## config.mk

```make
export PLATFORM = sky130hd
export DESIGN_NAME = rename_stage
export DESIGN_NICKNAME = d
export VERILOG_FILES = /design/src/rtl/rv_pkg.sv /design/src/rtl/rename_free_list.sv /design/src/rtl/rename_stage.sv
export SDC_FILE = /design/constraint.sdc
export NUM_CORES = 1
export LEC_CHECK = 0
export CORE_MARGIN = 2
export CORE_UTILIZATION = 40
export DETAILED_ROUTE_END_ITERATION = 10
export DONT_BUFFER_PORTS = 1
export PLACE_DENSITY = 0.55
export SLEW_MARGIN = 20
export SYNTH_ARGS = -nofsm -noshare
export SYNTH_HDL_FRONTEND = slang
export SYNTH_SLANG_ARGS = --single-unit
```

## constraint.sdc

```tcl
create_clock -name clk -period 22.3 [get_ports clk]
set_clock_uncertainty 0.1 [all_clocks]
set_input_delay 4.46 -clock clk [delete_from_list [all_inputs] [get_ports clk]]
set_output_delay 4.46 -clock clk [all_outputs]
set_load 0.01 [all_outputs]
```

## src/rtl/rv_pkg.sv

```systemverilog
// rv_pkg: shared rename-stage parameters, tag types and the decode control bundle
package rv_pkg;
    localparam int NUM_AREGS = 32;
    localparam int NUM_PREGS = 64;
    localparam int PREG_W = $clog2(NUM_PREGS);
    localparam int AREG_W = $clog2(NUM_AREGS);
    localparam int FL_N = NUM_PREGS - NUM_AREGS;
    localparam int FL_IDX_W = $clog2(FL_N);
    localparam int CNT_W = PREG_W + 1;
    typedef logic [PREG_W-1:0] preg_t;
    typedef logic [FL_IDX_W-1:0] fl_idx_t;
    typedef logic [CNT_W-1:0] cnt_t;
    typedef struct packed {
        logic [6:0]  opcode;
        logic [2:0]  func3;
        logic [31:0] imm;
        logic [3:0]  alu_control;
        logic        alu_src;
        logic        load_store;
        logic        regwrite;
        logic        bms;
        logic [2:0]  spare;
    } ctrl_bundle_t;
    localparam int CTRL_W = $bits(ctrl_bundle_t);
    function automatic fl_idx_t fl_next(input fl_idx_t i);
        return (i == fl_idx_t'(FL_N - 1)) ? '0 : i + fl_idx_t'(1);
    endfunction
endpackage

```

## src/rtl/rename_free_list.sv

```systemverilog
// rename_free_list: circular FIFO of free physical tags, preloaded with the non-architectural tags
module rename_free_list
    import rv_pkg::*;
(
    input  logic  clk,
    input  logic  reset,
    input  logic  pop,
    input  logic  push,
    input  preg_t push_tag,
    output preg_t head_tag,
    output cnt_t  count
);
    preg_t   mem [FL_N];
    fl_idx_t head;
    fl_idx_t tail;
    logic    do_push;
    assign do_push = push && (count != cnt_t'(FL_N));
    assign head_tag = mem[head];
    // pointer, occupancy and storage update; a push into a full list is dropped
    always_ff @(posedge clk or posedge reset) begin
        if (reset) begin
            head <= '0;
            tail <= '0;
            count <= cnt_t'(FL_N);
            for (int i = 0; i < FL_N; i++) mem[i] <= preg_t'(NUM_AREGS + i);
        end else begin
            if (pop) head <= fl_next(head);
            if (do_push) begin
                mem[tail] <= push_tag;
                tail <= fl_next(tail);
            end
            count <= count + {{PREG_W{1'b0}}, do_push} - {{PREG_W{1'b0}}, pop};
        end
    end
    a_no_overfill: assert property (@(posedge clk) disable iff (reset) !(push && count == cnt_t'(FL_N)));
endmodule

```

## src/rtl/rename_stage.sv

```systemverilog
// rename_stage: RAT lookup plus free-list allocation, one renamed instruction per cycle to dispatch
module rename_stage
    import rv_pkg::*;
(
    input  logic              clk,
    input  logic              reset,
    input  logic              in_valid,
    output logic              in_ready,
    input  logic [AREG_W-1:0] in_rd,
    input  logic [AREG_W-1:0] in_rs1,
    input  logic [AREG_W-1:0] in_rs2,
    input  logic              in_regwrite,
    input  logic [CTRL_W-1:0] in_ctrl,
    output logic              out_valid,
    input  logic              out_ready,
    output preg_t             out_prs1,
    output preg_t             out_prs2,
    output preg_t             out_prd,
    output preg_t             out_old_prd,
    output logic              out_alloc,
    output logic [CTRL_W-1:0] out_ctrl,
    input  logic              free_valid,
    input  preg_t             free_preg,
    output cnt_t              fl_count
);
    preg_t rat [NUM_AREGS];
    preg_t head_tag;
    logic  need_alloc;
    logic  accept;
    logic  pop;
    logic  push;
    assign need_alloc = in_regwrite && (in_rd != '0);
    assign in_ready = (!out_valid || out_ready) && (!need_alloc || fl_count != '0);
    assign accept = in_valid && in_ready;
    assign pop = accept && need_alloc;
    assign push = free_valid && (free_preg != '0);
    rename_free_list u_fl (
        .clk      (clk),
        .reset    (reset),
        .pop      (pop),
        .push     (push),
        .push_tag (free_preg),
        .head_tag (head_tag),
        .count    (fl_count)
    );
    // RAT: identity after reset, rd remapped to the popped tag; x0 is never written
    always_ff @(posedge clk or posedge reset) begin
        if (reset) begin
            for (int i = 0; i < NUM_AREGS; i++) rat[i] <= preg_t'(i);
        end else if (pop) begin
            rat[in_rd] <= head_tag;
        end
    end
    // output register: load on accept, hold under backpressure, drop valid once drained
    always_ff @(posedge clk or posedge reset) begin
        if (reset) begin
            out_valid <= 1'b0;
            out_prs1 <= '0;
            out_prs2 <= '0;
            out_prd <= '0;
            out_old_prd <= '0;
            out_alloc <= 1'b0;
            out_ctrl <= '0;
        end else if (accept) begin
            out_valid <= 1'b1;
            out_prs1 <= rat[in_rs1];
            out_prs2 <= rat[in_rs2];
            out_prd <= need_alloc ? head_tag : '0;
            out_old_prd <= need_alloc ? rat[in_rd] : '0;
            out_alloc <= need_alloc;
            out_ctrl <= in_ctrl;
        end else if (out_ready) begin
            out_valid <= 1'b0;
        end
    end
endmodule
```

==> results by group <==
Outcome
  – Status: completed

CTS
  – Max Buffers Root-to-Sink: 3
  – CTS tree: built
  – CTS clock-pin slew for the worst setup and hold paths: 50 ps
  – TritonCTS Buffers: 55
  – Clock sink count: 480
  – H-tree Lvls: 2
  – # hold bufs at CTS: 0
  – Insertion delay to the later sink of the worst-skew pair: 640 ps
  – Root Buffer: clkbuf_16
  – Post-CTS setup buffer count: 0
  – CTS resizes: 0

STA
  – Period utilization: 45.7%
  – Slack of the critical path: 12110 ps
  – Worst slew pin tran: 965 ps
  – Unrepaired setup endpoints after global routing: no
  – Max Slew Vio Count: 0
  – TNS Setup: 0 ps
  – Max Clk Rate: 98.1 MHz
  – Final setup viols: 0
  – Slew HR: 35.5%
  – Count of final hold-check violations: 0
  – Post-route minimum period: 10190 ps
  – Final hold slack: 336 ps

Floorplanning
  – Initial core utilization: 40.5%
  – Row Count: 91
  – Die Y: 254 um
  – Core ar.: 61800 um^2
  – Number of top-level pins: 167
  – Die width: 254 um
  – Die area: 64600 um^2

Global routing
  – First-pass GRT wire length: 108000 um
  – Gr ovfl total: 0
  – All-layer global routing usage: 22.3%
  – Largest net degree at the start of global routing: 156
  – Number of antenna violations at the first check in global routing: 0
  – Vias in the first global route: 16154

Critical path
  – Flop-to-flop setup slack: 18460 ps
  – Critical Path RT: 17740 ps
  – Top delay family on crit path: compound AO/OA/AOI/OAI gates
  – Crit start category: primary input
  – Worst r2r path cells: 6
  – Crit path buffers/inverters: 0
  – Critical Path AT: 5630 ps
  – Critical path, cell by cell: or3_4, o31ai_4, o21a_1
  – Crit. End Element: output pin
  – CP max-delay cell: or3_4
  – Crit path kind: in2out
  – Reg-to-reg startpoint: u_fl.head[0]
  – Largest stage delay, worst path: 410 ps
  – Critical-path maximum fanout: 14
  – Reg-to-Reg End: rat[162]

Yosys
  – Share of flip-flops with an asynchronous set or reset: 100%
  – Mean Syn Cell Area: 13.8 um^2
  – Synth Instances: 1817
  – Mapped cell area: 25000 um^2
  – Synthesis Warnings: 0
  – Seq/Total Area, Yosys: 48.9%
  – Top FF cell, synth: dfrtp_1
  – Syn nets: 1915
  – Post-synthesis register bit count: 480
  – Post-synth EDFFs: 0
  – Distinct cell type count after synthesis: 61

Flow run
  – Max Cap Viol: 0

Detailed routing
  – WL final: 72000 um
  – Iteration-0 DRC Markers: 1035
  – DR pass1 iterations: 5
  – Final ANT Viol Nets: 0
  – Wire per inst: 27.3 um
  – Vias per cell: 5.94
  – DR vias: 15682
  – DRC viols: 0

Cells and area
  – Fill count: 5593
  – Register area: 12300 um^2
  – Non-filler instance count after layout: 2639
  – Layout cells sized above 1: 47.1%
  – N_diodes: 0
  – Nets: 1853
  – Multi-input gate area: 12100 um^2
  – Area grow syn2layout: 10.2%

Placed design
  – Number of buffers added on ports: 0
  – Final HPWL DP: 46300 um
  – Placed cells: 2535
  – Gpl congestion: 0.878
  – Pre-CTS WS: 12170 ps

Hold path
  – Hold depth: 0
  – Hold EP: rat[186]
  – Hold path startpoint: rat[186]
  – Worst min path class: reg2reg

Pwr
  – Worst VDD drop: 0.000102 V
  – Lkg Pwr: 11.8 nW
  – Power Density: 123 nW/um^2
power by group:
part / total (mW) / internal, mW / switching [mW]
Clock: 0.961 / 0.579 / 0.382
Sequential: 1.46 / 1.23 / 0.232
Combinational: 0.967 / 0.469 / 0.498
per-stage QoR:
stage | total power, mW | area, um^2 | util, %
after floorplan | 2.16 | 25000 | -
after global placement | 2.41 | 25700 | 41.5
after detailed placement | 2.44 | 25700 | 41.5
after CTS | 3.42 | 27600 | 44.6
after global routing | 3.57 | 27600 | 44.7
final | 3.39 | 27600 | 44.7
how the worst max path moves through the flow:
stage	start	to	cells past startpoint
after floorplan	reset	out_alloc	1
after global placement	in_rd[2]	in_ready	3
after detailed placement	in_rd[2]	in_ready	3
after CTS	in_rd[2]	in_ready	3
after global routing	in_rd[2]	in_ready	3
final	in_rd[2]	in_ready	3
metal layers:
layer	share of wire [%]	GRT usage (%)	vias to the layer above	wire length [um]
met1	44	30.9	8340	31900
met4	2.8	7.19	0	2050
met2	46	34.2	419	33200
li1	-	-	6809	-
met5	0	0	-	0
met3	6.8	5.77	114	4880
cell type report:
class,count,area share [%]
clock inverters,22,1.36
clock buffers,82,5.64
repair buffers,24,0.711
inverters,14,0.218
well taps,837,3.79
flip-flops and latches,480,44.4
multi-input cells,1180,43.9
worst register-to-register path, delay by kind of cell (launching register included):
| family | cells | cell delay (ps) |
|---|---|---|
| AOI/OAI and AO/OA | 3 | 970 |
| buffers and inverters | 1 | 700 |
| DFF | 1 | 810 |
| muxes | 2 | 1120 |
synthesized netlist by cell type (8+ instances only):
cell / n / area, um^2
mux2_4: 14 / 210
nand2b_1: 8 / 50.1
o22ai_1: 18 / 113
clkbuf_1: 66 / 248
inv_1: 14 / 52.6
o41ai_1: 12 / 105
dfstp_2: 193 / 5070
nor2_1: 21 / 78.8
buf_4: 8 / 60.1
nand2_1: 70 / 263
nor2_2: 8 / 50.1
a221oi_1: 24 / 210
mux2_2: 415 / 4670
mux4_2: 82 / 1850
mux2i_1: 222 / 2220
a21oi_1: 35 / 175
buf_1: 9 / 33.8
ha_1: 17 / 213
dfrtp_1: 287 / 7180
nand3b_1: 10 / 75.1
buf_2: 53 / 265
a22oi_1: 83 / 623
a22o_1: 37 / 324
and3_1: 9 / 56.3
cell usage in the layout (no fill, tap or decap), types with 18 or more instances in the layout:
cell	count
dfrtp_1	286
a22o_1	37
mux4_2	82
a21oi_1	35
o22ai_1	18
clkbuf_1	19
clkbuf_16	55
buf_4	22
mux2i_1	222
a22oi_1	83
nor2_1	18
nand2_1	70
mux2_2	415
a221oi_1	24
dfstp_2	193
flip-flops by register name, summed over array words and instances (netlist names):
register     flops
out_ctrl        53
out_prs1         6
out_valid        1
out_prs2         6
out_alloc        1
u_fl.count       7
out_prd          6
out_old_prd      6
u_fl.mem       192
rat            192
u_fl.head        5
u_fl.tail        5
cells by family after synthesis:
| group | count (synthesis) | share of synthesized area (%) |
|---|---|---|
| adders and majority gates | 18 | 0.929 |
| xor gates and xnor gates | 6 | 0.210 |
| AOI/OAI and AO/OA | 244 | 7.43 |
| muxes | 737 | 35.9 |
| buffers and inverters | 157 | 2.95 |
| DFF | 480 | 48.9 |
| and+or+nand+nor | 175 | 3.63 |
No activity file was read; power rests on OpenSTA's default activity.
